===== src/rtl/uart_pkg.sv =====
// Shared constants and state type for the UART scheduler.
package uart_pkg;

   localparam logic [3:0] UART_REG_RECV   = 4'h4;
   localparam logic [3:0] UART_REG_SEND   = 4'h8;
   localparam logic [3:0] UART_REG_STATUS = 4'hC;

   localparam int ST_TX_IDLE  = 0;
   localparam int ST_RX_AVAIL = 1;

   typedef enum logic [1:0] {
      POLL  = 2'd0,
      RECV  = 2'd1,
      SEND  = 2'd2,
      GUARD = 2'd3
   } state_t;

endpackage


===== src/rtl/sync_fifo.sv =====
// Single-clock first-word-fall-through FIFO. A push into a full FIFO is
// accepted when a pop happens in the same cycle; head reads 0 when empty.
module sync_fifo #(
   parameter int WIDTH = 8,
   parameter int DEPTH = 8
) (
   input  logic                     clk_bus,
   input  logic                     rst,
   input  logic                     push,
   input  logic                     pop,
   input  logic [WIDTH-1:0]         din,
   output logic                     full,
   output logic                     empty,
   output logic [$clog2(DEPTH):0]   level,
   output logic [WIDTH-1:0]         head
);

   localparam int AW = $clog2(DEPTH);
   localparam logic [AW:0] FULL_LVL = (AW+1)'(DEPTH);

   logic [WIDTH-1:0] mem [DEPTH];
   logic [AW-1:0]    wr_ptr;
   logic [AW-1:0]    rd_ptr;
   logic             do_push;
   logic             do_pop;

   assign full    = (level == FULL_LVL);
   assign empty   = (level == '0);
   assign do_pop  = pop && !empty;
   assign do_push = push && (!full || do_pop);
   assign head    = empty ? '0 : mem[rd_ptr];

   // pointer and occupancy bookkeeping; pointers wrap naturally at DEPTH
   always_ff @(posedge clk_bus or posedge rst) begin
      if (rst) begin
         wr_ptr <= '0;
         rd_ptr <= '0;
         level  <= '0;
      end else begin
         if (do_push) wr_ptr <= wr_ptr + AW'(1);
         if (do_pop)  rd_ptr <= rd_ptr + AW'(1);
         level <= level + (AW+1)'(do_push) - (AW+1)'(do_pop);
      end
   end

   // storage write
   always_ff @(posedge clk_bus) begin
      if (do_push) mem[wr_ptr] <= din;
   end

endmodule


===== src/rtl/uart_sched.sv =====
// UART register-port sequencer: polls STATUS, drains RECV into an RX FIFO
// and feeds SEND from a TX FIFO.
// Optional macro UART_SCHED_RX_DROP_EN: keep reading RECV while the RX FIFO
// is full, discarding the byte and setting the sticky rx_overflow flag.
//
//   state | meaning
//   POLL  | read STATUS, choose next operation (RX before TX)
//   RECV  | read RECV, push byte into RX FIFO
//   SEND  | write TX head to SEND, pop TX FIFO
//   GUARD | strobe-free wait so tx_idle can settle before the next poll
module uart_sched
   import uart_pkg::*;
#(
   parameter int TX_DEPTH = 8,
   parameter int RX_DEPTH = 8,
   parameter int TX_GUARD = 4
) (
   input  logic                        clk_bus,
   input  logic                        rst,
   input  logic [7:0]                  tx_data,
   input  logic                        tx_valid,
   output logic                        tx_ready,
   output logic [7:0]                  rx_data,
   output logic                        rx_valid,
   input  logic                        rx_ready,
   output logic [$clog2(TX_DEPTH):0]   tx_level,
   output logic [$clog2(RX_DEPTH):0]   rx_level,
   output logic                        rx_overflow,
   output logic [3:0]                  uart_address,
   output logic [31:0]                 uart_data_o,
   input  logic [31:0]                 uart_data_i,
   output logic                        uart_read,
   output logic                        uart_write
);

   localparam int GW = $clog2(TX_GUARD + 1);

   state_t        state;
   logic [GW-1:0] gcnt;
   logic          tx_full, tx_empty, rx_full, rx_empty;
   logic [7:0]    tx_head;
   logic          tx_push, rx_pop, rx_take;
   logic          unused_data;

   assign tx_ready    = !tx_full;
   assign rx_valid    = !rx_empty;
   assign tx_push     = tx_valid && tx_ready;
   assign rx_pop      = rx_ready && rx_valid;
   assign unused_data = &{1'b0, uart_data_i[31:8]};

   sync_fifo #(.WIDTH(8), .DEPTH(TX_DEPTH)) u_tx_fifo (
      .clk_bus (clk_bus),
      .rst     (rst),
      .push    (tx_push),
      .pop     (state == SEND),
      .din     (tx_data),
      .full    (tx_full),
      .empty   (tx_empty),
      .level   (tx_level),
      .head    (tx_head)
   );

   sync_fifo #(.WIDTH(8), .DEPTH(RX_DEPTH)) u_rx_fifo (
      .clk_bus (clk_bus),
      .rst     (rst),
      .push    (state == RECV),
      .pop     (rx_pop),
      .din     (uart_data_i[7:0]),
      .full    (rx_full),
      .empty   (rx_empty),
      .level   (rx_level),
      .head    (rx_data)
   );

`ifdef UART_SCHED_RX_DROP_EN
   assign rx_take = uart_data_i[ST_RX_AVAIL];

   // a RECV into a full FIFO with no same-cycle pop loses its byte
   always_ff @(posedge clk_bus or posedge rst) begin
      if (rst)                                      rx_overflow <= 1'b0;
      else if (state == RECV && rx_full && !rx_pop) rx_overflow <= 1'b1;
   end
`else
   assign rx_take     = uart_data_i[ST_RX_AVAIL] && !rx_full;
   assign rx_overflow = 1'b0;
`endif

   // operation sequencing and guard down-counter
   always_ff @(posedge clk_bus or posedge rst) begin
      if (rst) begin
         state <= POLL;
         gcnt  <= '0;
      end else begin
         case (state)
            POLL: begin
               if (rx_take)                                     state <= RECV;
               else if (uart_data_i[ST_TX_IDLE] && !tx_empty)   state <= SEND;
            end
            RECV: state <= POLL;
            SEND: begin
               state <= GUARD;
               gcnt  <= GW'(TX_GUARD - 1);
            end
            GUARD: begin
               if (gcnt == '0) state <= POLL;
               else            gcnt  <= gcnt - GW'(1);
            end
            default: state <= POLL;
         endcase
      end
   end

   // bus strobes; reset forces them low without waiting for a clock edge
   always_comb begin
      uart_read    = 1'b0;
      uart_write   = 1'b0;
      uart_address = 4'h0;
      uart_data_o  = 32'h0;
      if (!rst) begin
         case (state)
            POLL: begin
               uart_read    = 1'b1;
               uart_address = UART_REG_STATUS;
            end
            RECV: begin
               uart_read    = 1'b1;
               uart_address = UART_REG_RECV;
            end
            SEND: begin
               uart_write   = 1'b1;
               uart_address = UART_REG_SEND;
               uart_data_o  = {24'h0, tx_head};
            end
            default: ;
         endcase
      end
   end

endmodule


===== config.mk =====
export PLATFORM = sky130hd
export DESIGN_NAME = uart_sched
export DESIGN_NICKNAME = d
export VERILOG_FILES = /design/src/rtl/uart_pkg.sv /design/src/rtl/sync_fifo.sv /design/src/rtl/uart_sched.sv
export SDC_FILE = /design/constraint.sdc
export NUM_CORES = 1
export LEC_CHECK = 0
export ABC_AREA = 0
export BUFFER_PORTS_ARGS = -buffer_cell sky130_fd_sc_hd__buf_2
export CORE_MARGIN = 2
export CORE_UTILIZATION = 45
export DETAILED_ROUTE_END_ITERATION = 6
export PLACE_DENSITY = 0.65
export SLEW_MARGIN = 5
export SYNTH_ARGS = -nofsm -noshare
export SYNTH_HDL_FRONTEND = slang
export SYNTH_HIERARCHICAL = 1
export SYNTH_SLANG_ARGS = --single-unit

===== constraint.sdc =====
create_clock -name clk_bus -period 6.7 [get_ports clk_bus]
set_input_delay 0.335 -clock clk_bus [delete_from_list [all_inputs] [get_ports clk_bus]]
set_output_delay 0.335 -clock clk_bus [all_outputs]
set_load 0.01 [all_outputs]

==> metrics <==
status=complete, no violations; Max Slew Vio Count=0; setup TNS=0 ps; H-tree depth=4; number of synthesized register bits=153; vias in the first global route=3747; Via density=5.19; first-pass GRT wire length=20100 um; placer congestion estimate=0.723; Least-Margin Pin Slew=997 ps; Logic pwr share=35.0%; class of the most critical setup path=flip-flop to flip-flop; Initial Utilization=45.4%; Final Cycle Share=44.0%; Post-Route WL=12600 um; Avg Cell Area, Syn=15.0 um2; ys async rst share=16.3%; routed length on met1=5560 um; die width=127 um; DRT Pass-1 Iters=4; Area after DPL=7190 um2; DRC=0; Post-Layout Cell Count=717; dpl cells=685; Port Buffer Count=49; largest area contributor in the netlist=edfxtp_1; layout cells sized above 1=19.5%; Core Rows=45; WL/cell=17.5 um; flop2flop setup slack=3750 ps; power per cell area=452 nW/um2; Sw Share=33.5%; Post-DP HPWL=8080 um; die area=16200 um2; Worst setup SP type=flip-flop; count of cell types in the netlist=39; CORE AREA=15000 um2; largest cells by area after synthesis=edfxtp_1 (56%), mux2i_1 (9.7%), dfrtp_1 (9.2%); Worst VDD drop=0.231 mV; skew final=11.0 ps; top layer reached by signal wires=met4; crit-path max FO=12; Post-synth EDFFs=128; area grow syn2layout=13.6%; Hold Path Class=primary input to flip-flop; Design Area, Final=7760 um2; R2R cell count=8; Critical Path End Type=flip-flop; Final min period=2950 ps; Initial DRC Count=187; clk root buf=clkbuf_16; Slew Limit Headroom=33.3%; critical path startpoint=u_rx_fifo/level[2]; largest net degree at the start of global routing=35; gr ovfl total=0; Leak=0.00311 uW; Filler cells=1237; TritonCTS clock tree=built; final hold vios=0; top cell type's share of synthesized area=56.3%; total CTS buffers=17; final core occ=51.6%; io pins=101; Achievable Freq=339 MHz; Top FF cell, synth=edfxtp_1; most common cell in the netlist=edfxtp_1; Die H=127 um; Vias=3721; register area share after synthesis=65.4%; Synth Cell Area=6830 um2; Worst EP required=6730 ps; Worst R2R End=u_rx_fifo/mem[5][0]; metal2 WL=6330 um; internal power=2330 uW; crit path DAT=2980 ps; final setup fails=0; RSZ-0062 raised after global routing=false; clk slew on worst S/H paths=60 ps; Cells after Synth=454; net load switching power=1180 uW; Clk Latency, worst-skew pair=420 ps; Final nets=579; GR Util All Layers=16.6%; Clock Sinks=153; Hold WS=182 ps; initial antenna violation count=0; Seq pwr share=39.2%; Longest Clk Path Bufs=2; Worst Setup EP=u_rx_fifo/mem[5][0]; post-route ant nets=0; met3 WL=478 um; r2r startpoint=u_rx_fifo/level[2]; n_diodes=0; max cap viols=0; Setup Buffers After CTS=0; Post-synth top cells=edfxtp_1 (128), mux2i_1 (66), a22o_1 (32), buf_4 (31); Clk pwr share=25.8%; Warnings, synthesis=6
## registers in the layout (all words and copies together), names as in the netlist
register          flops
gcnt                  3
u_tx_fifo/mem        64
u_tx_fifo/rd_ptr      3
u_tx_fifo/level       4
u_rx_fifo/level       4
u_tx_fifo/wr_ptr      3
state                 2
u_rx_fifo/wr_ptr      3
u_rx_fifo/mem        64
u_rx_fifo/rd_ptr      3
## cells by family after synthesis
group                      count (synthesis)  synth area share (%)
DFF                                      153                  65.4
and+or+nand+nor                           85                  7.00
muxes                                     71                  10.7
buffers and inverters                     65                  5.77
AOI/OAI and AO/OA                         49                  6.04
adders and majority gates                 18                  3.52
xor gates and xnor gates                  12                  1.54
other                                      1                0.0549
## per-stage QoR
stage / power [uW] / setup slack [ps]
2_1_floorplan: 2310 / 3930
4_1_cts: 3550 / 3700
5_1_grt: 3750 / 3510
6_report: 3510 / 3750
3_5_place_dp: 2640 / 3720
3_3_place_gp: 2590 / 3770
## per-layer routing
layer | GRT usage (%) | vias to the layer above
li1 | - | 1763
met1 | 20.4 | 1844
met2 | 28.1 | 96
met3 | 4.82 | 18
met4 | 6.21 | 0
met5 | 0 | -
## power by group through the flow
stage | clock network [uW] | logic [uW] | registers [uW]
floorplan | 0 | 941 | 1370
global placement | 0 | 1210 | 1380
global route | 968 | 1380 | 1400
CTS | 923 | 1250 | 1380
detailed placement | 0 | 1240 | 1390
finish | 907 | 1230 | 1380
## worst min path at each step
stage,startpoint,end,cells after the start
finish,tx_data[2],u_tx_fifo/mem[1][2],1
global route,tx_data[2],u_tx_fifo/mem[1][2],1
detailed placement,rst,state[1],2
global placement,rst,state[1],2
floorplan,rst,gcnt[0],1
CTS,tx_data[2],u_tx_fifo/mem[1][2],1
## what timing repair did
item | in CTS | in global routing
hold buffers | 1 | 0
gates resized for setup | 0 | 0
hold endpoints to repair | 14 | 0
## critical path, stage by stage (launching register included)
cell and delay [ps]:
dfrtp_1 330, inv_1 70, ha_1 210, nor3b_1 140
buf_4 190, nor2b_1 200, nor2b_1 390, o211ai_1 210
nor2_1 820
## final cells by class
class                   instances  area [um2]  share of cell area [%]
clock buffers                  20         437                    5.62
clock inverters                11         123                    1.58
inverters                      21        78.8                    1.02
multi-input cells             262        2080                    26.7
flip-flops and latches        153        4470                    57.6
well taps                     188         235                    3.03
repair buffers                 62         345                    4.45
## cell usage in the layout (no fill, tap or decap), types with 3 or more instances in the layout
master       n
a21oi_1      3
a22o_1      32
and2_1       3
and3_1       8
buf_2       49
buf_4       12
clkbuf_1     3
clkbuf_16   17
conb_1      27
dfrtp_1     25
edfxtp_1   128
ha_1        16
inv_1       21
mux2_4       3
mux2i_1     66
nand2_1      5
nand2b_1     8
nor2_1      13
nor2b_1     11
nor3_1      23
o211ai_1     4
xnor2_1     10
Power figures use the tool's default switching activity.
